File: src/rtl/arty_pkg.sv
// Shared types and elaboration-time helpers for the RGB LED PWM controller.
package arty_pkg;

  typedef enum logic [1:0] {
    PWM_OFF     = 2'd0,
    PWM_STATIC  = 2'd1,
    PWM_BLINK   = 2'd2,
    PWM_BREATHE = 2'd3
  } pwm_mode_t;

  // Clock cycles per PWM slot; never below one so tiny clock ratios still run.
  function automatic int pwm_prescale(input longint clk_freq,
                                      input longint pwm_freq,
                                      input int     duty_w);
    longint slot_rate;
    longint quot;
    slot_rate = pwm_freq << duty_w;
    quot      = (slot_rate > 0) ? (clk_freq / slot_rate) : 64'sd1;
    return (quot < 1) ? 1 : int'(quot);
  endfunction

  function automatic int safe_clog2(input int n);
    return (n > 1) ? $clog2(n) : 1;
  endfunction

endpackage

File: src/rtl/pwm_channel.sv
// One PWM channel: pending/active config, breathe level tracking and the slot compare.
module pwm_channel
  import arty_pkg::*;
#(
  parameter int DUTY_W = 8
) (
  input  logic              clk,
  input  logic              rst,
  input  logic              i_we,
  input  pwm_mode_t         i_mode,
  input  logic [DUTY_W-1:0] i_duty,
  input  logic [DUTY_W-1:0] i_slot_cnt,
  input  logic              i_boundary,
  input  logic              i_blink_phase,
  input  logic              i_breathe_step,
  output logic              o_pwm
);

  localparam logic [DUTY_W-1:0] DUTY_MAX = '1;

  pwm_mode_t         r_pend_mode;
  pwm_mode_t         r_act_mode;
  logic [DUTY_W-1:0] r_pend_duty;
  logic [DUTY_W-1:0] r_act_duty;
  logic [DUTY_W-1:0] r_level;
  logic              r_dir_down;
  logic              r_pwm;

  logic [DUTY_W:0]   w_level_inc;
  logic [DUTY_W-1:0] w_level_dec;
  logic [DUTY_W-1:0] w_eff;

  // NOTE: every always_comb output gets a default first so no path leaves it unassigned (no latch).
  always_comb begin
    w_level_inc = {1'b0, r_level} + (DUTY_W+1)'(1);
    w_level_dec = r_level - DUTY_W'(1);
    w_eff       = '0;
    unique case (r_act_mode)
      PWM_OFF:     w_eff = '0;
      PWM_STATIC:  w_eff = r_act_duty;
      PWM_BLINK:   w_eff = i_blink_phase ? r_act_duty : '0;
      PWM_BREATHE: w_eff = r_level;
      default:     w_eff = '0;
    endcase
  end

  // NOTE: sequential state uses non-blocking assignments so every register samples pre-edge values.
  always_ff @(posedge clk) begin
    if (rst) begin
      r_pend_mode <= PWM_OFF;
      r_act_mode  <= PWM_OFF;
      r_pend_duty <= '0;
      r_act_duty  <= '0;
      r_level     <= '0;
      r_dir_down  <= 1'b0;
      r_pwm       <= 1'b0;
    end else begin
      if (i_we) begin
        r_pend_mode <= i_mode;
        r_pend_duty <= i_duty;
      end

      // The breathe step uses the config being loaded at this same boundary.
      if (i_boundary) begin
        r_act_mode <= r_pend_mode;
        r_act_duty <= r_pend_duty;
        if (r_pend_mode == PWM_BREATHE) begin
          if (r_act_mode != PWM_BREATHE) begin
            r_level    <= '0;
            r_dir_down <= 1'b0;
          end else if (i_breathe_step) begin
            if (!r_dir_down) begin
              if (w_level_inc >= {1'b0, r_pend_duty}) begin
                r_level    <= r_pend_duty;
                r_dir_down <= 1'b1;
              end else begin
                r_level <= w_level_inc[DUTY_W-1:0];
              end
            end else if ((r_level == '0) || (w_level_dec == '0)) begin
              r_level    <= '0;
              r_dir_down <= 1'b0;
            end else begin
              r_level <= w_level_dec;
            end
          end
        end
      end

      // Full-scale duty is forced high so the last slot does not glitch low.
      r_pwm <= (w_eff == DUTY_MAX) ? 1'b1 : (i_slot_cnt < w_eff);
    end
  end

  assign o_pwm = r_pwm;

endmodule

File: src/rtl/rgb_pwm_ctrl.sv
// N-channel LED PWM controller: shared slot timebase, blink/breathe sequencers,
// and one pwm_channel per output pin.
module rgb_pwm_ctrl
  import arty_pkg::*;
#(
  parameter int CLK_FREQ      = 12000000,
  parameter int PWM_FREQ      = 1000,
  parameter int N_CH          = 6,
  parameter int DUTY_W        = 8,
  parameter int BLINK_PERIODS = 250,
  parameter int BREATHE_DIV   = 4,
  localparam int CH_W         = safe_clog2(N_CH)
) (
  input  logic              clk,
  input  logic              rst,
  input  logic              cfg_we,
  input  logic [CH_W-1:0]   cfg_ch,
  input  logic [1:0]        cfg_mode,
  input  logic [DUTY_W-1:0] cfg_duty,
  output logic [N_CH-1:0]   pwm_o,
  output logic              period_start
);

  localparam int PRESCALE  = pwm_prescale(longint'(CLK_FREQ), longint'(PWM_FREQ), DUTY_W);
  localparam int PRESC_W   = safe_clog2(PRESCALE);
  localparam int BLINK_W   = safe_clog2(BLINK_PERIODS);
  localparam int BREATHE_W = safe_clog2(BREATHE_DIV);

  logic [PRESC_W-1:0]   r_presc;
  logic [DUTY_W-1:0]    r_slot_cnt;
  logic [BLINK_W-1:0]   r_blink_cnt;
  logic                 r_blink_phase;
  logic [BREATHE_W-1:0] r_breathe_cnt;
  logic                 r_period_start;

  logic w_slot_tick;
  logic w_boundary;
  logic w_breathe_step;

  // The boundary is the edge on which slot_cnt wraps to zero.
  assign w_slot_tick    = (r_presc == PRESC_W'(PRESCALE - 1));
  assign w_boundary     = w_slot_tick && (r_slot_cnt == '1);
  assign w_breathe_step = w_boundary && (r_breathe_cnt == BREATHE_W'(BREATHE_DIV - 1));

  always_ff @(posedge clk) begin
    if (rst) begin
      r_presc        <= '0;
      r_slot_cnt     <= '0;
      r_blink_cnt    <= '0;
      r_blink_phase  <= 1'b1;
      r_breathe_cnt  <= '0;
      r_period_start <= 1'b0;
    end else begin
      r_presc        <= w_slot_tick ? '0 : r_presc + PRESC_W'(1);
      r_period_start <= w_boundary;
      if (w_slot_tick) begin
        r_slot_cnt <= r_slot_cnt + DUTY_W'(1);
      end
      if (w_boundary) begin
        if (r_blink_cnt == BLINK_W'(BLINK_PERIODS - 1)) begin
          r_blink_cnt   <= '0;
          r_blink_phase <= ~r_blink_phase;
        end else begin
          r_blink_cnt <= r_blink_cnt + BLINK_W'(1);
        end
        r_breathe_cnt <= w_breathe_step ? '0 : r_breathe_cnt + BREATHE_W'(1);
      end
    end
  end

  assign period_start = r_period_start;

  // Writes addressed beyond N_CH match no instance and are dropped.
  for (genvar g = 0; g < N_CH; g++) begin : g_ch
    logic w_we;
    assign w_we = cfg_we && (cfg_ch == CH_W'(g));

    pwm_channel #(
      .DUTY_W (DUTY_W)
    ) u_channel (
      .clk            (clk),
      .rst            (rst),
      .i_we           (w_we),
      .i_mode         (pwm_mode_t'(cfg_mode)),
      .i_duty         (cfg_duty),
      .i_slot_cnt     (r_slot_cnt),
      .i_boundary     (w_boundary),
      .i_blink_phase  (r_blink_phase),
      .i_breathe_step (w_breathe_step),
      .o_pwm          (pwm_o[g])
    );
  end

endmodule

File: config.mk
export PLATFORM = sky130hd
export DESIGN_NAME = rgb_pwm_ctrl
export DESIGN_NICKNAME = d
export VERILOG_FILES = /design/src/rtl/arty_pkg.sv /design/src/rtl/pwm_channel.sv /design/src/rtl/rgb_pwm_ctrl.sv
export SDC_FILE = /design/constraint.sdc
export NUM_CORES = 1
export LEC_CHECK = 0
export CELL_PAD_IN_SITES_DETAIL_PLACEMENT = 1
export CELL_PAD_IN_SITES_GLOBAL_PLACEMENT = 1
export CORE_MARGIN = 10
export CORE_UTILIZATION = 48
export CTS_CLUSTER_SIZE = 20
export DETAILED_ROUTE_END_ITERATION = 10
export PLACE_DENSITY = 0.81
export SYNTH_ARGS = -nofsm -noshare
export SYNTH_HDL_FRONTEND = slang
export SYNTH_SLANG_ARGS = --single-unit
File: constraint.sdc
create_clock -name clk -period 4.4 [get_ports clk]
set_clock_uncertainty 0.05 [all_clocks]
set_input_delay 0.66 -clock clk [delete_from_list [all_inputs] [get_ports clk]]
set_output_delay 0.66 -clock clk [all_outputs]
set_load 0.01 [all_outputs]
* After elaboration in Yosys (flattened, before gate mapping) *
Index checks and enable logic that the tools add are counted.

word-level totals
  flip-flop bits (word level) = 206
  latch bits = 0
  memory bits (writable) = 0
  ROM bits = 0
  input bits = 16
  output and inout port bits = 7
  word-level logic and storage cells = 249
  memories = 0

operators by class
  add/sub/neg operators = 16
  multiply operators = 0
  divide/modulo/power cells = 0
  $lt $le $gt $ge = 12
  equality and inequality tests = 45
  shift operators = 0
  muxes and demuxes = 80
  bitwise gates (word level) = 1
  reduce and logical (&&, ||, !) cells = 47

operator list
  operator               count
  $mux W8                37
  $pmux W8 S4            6
  $logic_not A8 Y1       12
  $eq A8 B8 Y1 const B   8
  $add A8 B1 Y9 const B  6
  $ge A9 B8 Y1           6
  $lt A8 B8 Y1           6
  $sub A8 B1 Y8 const B  6
  $eq A2 B2 Y1 const B   19
  $mux W1                36
  $reduce_and A3 Y1      6
  $add A8 B1 Y8 const B  2
  $eq A2 B1 Y1 const B   6
  $logic_not A2 Y1       6
  $ne A2 B2 Y1 const B   6
  $reduce_bool A2 Y1     6
  $logic_and A1 B1 Y1    8
  $add A6 B1 Y6 const B  1
  $eq A3 B2 Y1 const B   2
  $eq A3 B3 Y1 const B   2
  $eq A6 B6 Y1 const B   1
  $logic_or A1 B1 Y1     6
  $eq A3 B1 Y1 const B   1
  $logic_not A3 Y1       1
  other kinds (5)        5

* Logic depth before layout (Yosys ltp) *
  depth after elaboration = 7
  mapped depth = 14
  gate-level depth less buffers = 12

* Modules after synthesis *
Synthesis repeated with hierarchy kept, for this count alone.

unflattened totals
  cell total of the unflattened synthesis = 1707
  area total of the unflattened synthesis = 14462.6 µm²

modules (own cells, without submodules)
  module                               instances  cells an instance  area an instance (µm²)  seq. area each (µm²)
  pwm_channel (g_ch[1].u_channel ...)  4          259                2199.6                  600.6
  pwm_channel (g_ch[0].u_channel ...)  2          264                2214.6                  600.6
  rgb_pwm_ctrl                         1          143                1234.9                  520.5

* Worst setup path after synthesis *
Ideal clock, no wire load.

  path type = register to register
  start = register g_ch[0].u_channel.r_level[0]
  end = register g_ch[0].u_channel.r_level[2]
  setup time = 0.122 ns
  arrival = 3.007 ns
  required time = 4.228 ns
  slack = 1.221 ns
  cell stages (with the launch flop) = 14
  path buffers = 2
  period minus slack after synthesis = 3.179 ns
  cell sequence = dfxtp_1 -> clkbuf_1 -> and3_1 -> nand3_1 -> xnor2_1 -> ha_1 -> o21a_1 -> o21ai_0 -> a21oi_1 -> nor4_2 -> clkbuf_1 -> mux2i_1 -> nor2_1 -> a221o_1

on the way
  longest elaborated chain between the ends = 7
  elaborated cells on any way between the ends = 11
  those cells by class = add/sub: 2; order compare: 1; mux: 5; reduce/logical: 3

ends and longest elaborated chain
  element                                                                RTL line           text
  start: declaration                                                     pwm_channel.sv:25  logic [DUTY_W-1:0] r_level;
  start signal: assignment                                               pwm_channel.sv:74  r_level <= r_pend_duty;
  start signal: assignment                                               pwm_channel.sv:77  r_level <= w_level_inc[DUTY_W-1:0];
  start signal: assignment                                               pwm_channel.sv:83  r_level <= w_level_dec;
  parallel branches: the longest is 4 deep, another holds $add A8 B1 Y9  n/a
  $mux W8 *                                                              pwm_channel.sv:72  if (!r_dir_down) begin
  $mux W8 *                                                              pwm_channel.sv:71  end else if (i_breathe_step) begin
  $mux W8 *                                                              pwm_channel.sv:68  if (r_act_mode != PWM_BREATHE) begin

Every way passes the cells marked *. The select of a mux whose other input is x is not followed.
A chain may end at the register's enable or synchronous reset.

* Worst setup path in the final report *
  start = register g_ch[3].u_channel.r_level[0]
  end = register g_ch[3].u_channel.r_level[3]

on the way
  longest elaborated chain between the ends = 7
  elaborated cells on any way between the ends = 11
  those cells by class = add/sub: 2; order compare: 1; mux: 5; reduce/logical: 3

ends and longest elaborated chain
  element                                                                RTL line
  start: declaration                                                     pwm_channel.sv:25
  start signal: assignment                                               pwm_channel.sv:74
  start signal: assignment                                               pwm_channel.sv:77
  start signal: assignment                                               pwm_channel.sv:83
  parallel branches: the longest is 4 deep, another holds $add A8 B1 Y9  n/a
  $mux W8 *                                                              pwm_channel.sv:72
  $mux W8 *                                                              pwm_channel.sv:71
  $mux W8 *                                                              pwm_channel.sv:68

Marks and branches as above.

==> out/qor.yml <==
cts_hold_buf: 0
io_pins: 23
crit_family: "compound AO/OA/AOI/OAI gates"
drtIter0Drc: 898
wl_met3_um: 1808
postSynthNetCount: 1974
initial_utilization_pct: 49.01
maxCapViolCount: 0
peakVddDrop_mv: 0.2867
cp.buffers_inverters: 0
final_cells: 2182
synth-main-ff-cell: "dfxtp_1"
die_x_um: 191.7
cp-end-kind: "flop"
holdPathEnd: "r_breathe_cnt[1]"
placed_area_mm2: 0.01451
wl_met1_um: 20580
area_growth_syn_to_layout_pct: 8.228
p_per_area_mw_per_mm2: 273.6
cts_setup_buffers: 0
routed_wl_um: 45110
antenna_cells: 0
synth_area_mm2: 0.01414
synth_edf_count: 0
antenna_found_initial: 0
cts_root_buf: "clkbuf_16"
drive_gt1_share_pct: 7.453
firstDrtPassIters: 5
drc: 0
slowest_delay_ns: 0.85
grt_pass1_vias: 13609
grtUsageTotal_pct: 24.22
dp.cells: 2141
grt_pass1_wl_um: 73010
r2r_end: "g_ch[3].u_channel.r_level[3]"
min-delay-start: "r_breathe_cnt[1]"
synth_cells: 1838
ys_seq_area_share_pct: 29.16
r2r_setup_slack_ns: 0.79
crit_fanout: 15
slowest_stage: "o211ai_1"
synth_top_area_cell: "dfxtp_1"
async_flop_share_pct: 0
dp_slack_ns: 0.8237
worst_slew_pin_slew_ns: 1.086
vias_per_cell: 6.121
hold_ws_ns: 0.4188
dieHeight_um: 191.7
crit_type: "reg -> reg"
clockBufferDepth: 3
grt_max_degree: 82
wl_met2_um: 21480
overflow: 0
hold-path-cell-count: 2
status: "finished, final reports clean"
cts_tree: "built"
cp-start-kind: "flop"
yosys.area.top_type_share_pct: 29.16
fin_ws_ns: 0.7902
synthTopCellsByArea: "dfxtp_1, ha_1, nand2_1"
ctsHtreeMaxLevel: 1
dpl.hpwl_um: 31820
r2r_start: "g_ch[3].u_channel.r_level[0]"
clkSlewWorstSetupHoldPaths_ns: 0.06
ys_types: 77
clk_latency_ns: 0.52
crit_required_ns: 4.76
tns_ns: 0
fin_crit_ns: 3.610
numPortBuffers: 22
finalPower_mw: 4.188
wl_per_cell_um: 20.67
finalNetCount: 1920
maxUsedRoutingLayer: "met4"
min_period_over_period_pct: 82.04
clkSinkCount: 206
final_area_mm2: 0.01531
core-area_mm2: 0.02886
vias: 13355
arrival_ns: 3.97
setup_viol: 0
globalplace.congestion: 0.8767
slew_headroom_pct: 27.31
cts_resized: 0
avgSynthCellArea_um2: 7.694
drtAntennaViolNets: 0
ys_ff_latch: 206
final_core_util_pct: 53.04
slew_viol_final: 0
leakage_nw: 5.469
r2r_cells: 11
dieArea_mm2: 0.03673
fmax_mhz: 277.0
rsz0062_at_grt: "false"
worstHoldPathType: "reg -> reg"
rows: 62
crit_chain: "ha_1, nand2_1, xnor2_1, ha_1, o21a_1, o21a_1, nand3_1, o211ai_1, mux2_2, a22oi_1, o21ai_0"
cts_buffers: 25
yosys_warnings: 0
finalHoldViolCount: 0
[how the worst max path moves through the flow]
stage               cells after the start                            to                         start
finish                                 11  g_ch[3].u_channel.r_level[3]  g_ch[3].u_channel.r_level[0]
global route                           11  g_ch[3].u_channel.r_level[3]  g_ch[3].u_channel.r_level[0]
CTS                                    11  g_ch[3].u_channel.r_level[3]  g_ch[3].u_channel.r_level[0]
detailed placement                     11  g_ch[3].u_channel.r_level[3]  g_ch[3].u_channel.r_level[0]
global placement                       13  g_ch[0].u_channel.r_level[1]  g_ch[0].u_channel.r_level[0]
floorplan                              13  g_ch[0].u_channel.r_level[2]  g_ch[0].u_channel.r_level[0]
[layout make-up]
| cell class | instances | area, µm² |
|---|---|---|
| tap | 384 | 480.5 |
| timing repair buffer | 43 | 379.1 |
| clock buffer | 32 | 691.9 |
| sequential | 206 | 4124 |
| fill | 3582 | 13550 |
| inverter | 74 | 277.8 |
| multi-input combinational | 1434 | 9249 |
| clock inverter | 9 | 103.9 |
[power breakdown]
| group | internal [mW] | switching (mW) |
|---|---|---|
| Sequential | 1.88 | 0.0213 |
| Combinational | 0.0780 | 0.148 |
| Clock | 1.22 | 0.844 |
[state kept, by name, summed over array words and instances (netlist names)]
signal                      count
r_blink_phase                   1
g_ch.u_channel.r_act_mode      12
r_blink_cnt                     8
period_start                    1
g_ch.u_channel.r_level         48
g_ch.u_channel.r_act_duty      48
r_presc                         6
g_ch.u_channel.o_pwm            6
g_ch.u_channel.r_pend_duty     48
r_slot_cnt                      8
g_ch.u_channel.r_pend_mode     12
r_breathe_cnt                   2
g_ch.u_channel.r_dir_down       6
[kinds of logic (layout without fill, tap and decap cells)]
family	count (synthesis)	after routing	share of synthesized area, %
and+or+nand+nor	701	701	23.22
AOI/OAI and AO/OA	454	454	20.33
DFF	206	206	29.16
buffers and inverters	198	158	5.485
adders and majority gates	120	120	10.62
muxes	87	87	6.680
xor gates and xnor gates	72	72	4.512
[worst min-delay path, cell delays in order, from the launching register on]
cell and delay [ns]:
dfxtp_1 0.31, nand2_1 0.06, a21oi_1 0.05
[routing by layer]
metal  vias to the layer above  GRT usage [%]
li1                       6440              -
met1                      6579          31.38
met2                       263          41.43
met3                        73          2.666
met4                         0          7.302
met5                         -              0
[synthesized netlist by cell type (all sizes together), types with 12 or more instances]
| library cell | n |
|---|---|
| nor3 | 41 |
| nand2b | 14 |
| clkbuf | 101 |
| nand2 | 344 |
| o21ai | 64 |
| xor2 | 30 |
| nor2b | 14 |
| buf | 23 |
| nand3 | 61 |
| inv | 72 |
| or3 | 13 |
| a21o | 12 |
| ha | 120 |
| mux2 | 59 |
| mux2i | 28 |
| a21oi | 188 |
| nor2 | 93 |
| o21a | 20 |
| xnor2 | 42 |
| and3 | 13 |
| a22oi | 59 |
| nand4 | 27 |
| nor4 | 23 |
| o211ai | 22 |
| dfxtp | 206 |
[placed cells by master, fill, tap and decap left out, drive strengths merged, types with 12 or more instances in the layout]
cell,netlist,final
o21ai,64,64
inv,72,72
nand2,344,344
mux2,59,59
clkdlybuf4s50,0,21
nand2b,14,14
o21a,20,20
nand3,61,61
nor4,23,23
dfxtp,206,206
a21o,12,12
nor2b,14,14
ha,120,120
nor3,41,41
a22oi,59,59
xnor2,42,42
nor2,93,93
nand4,27,27
buf,23,22
or3,13,13
xor2,30,30
o211ai,22,22
clkbuf,101,32
and3,13,13
mux2i,28,28
a21oi,188,188
Note: power is estimated with default switching activity, not from simulation.
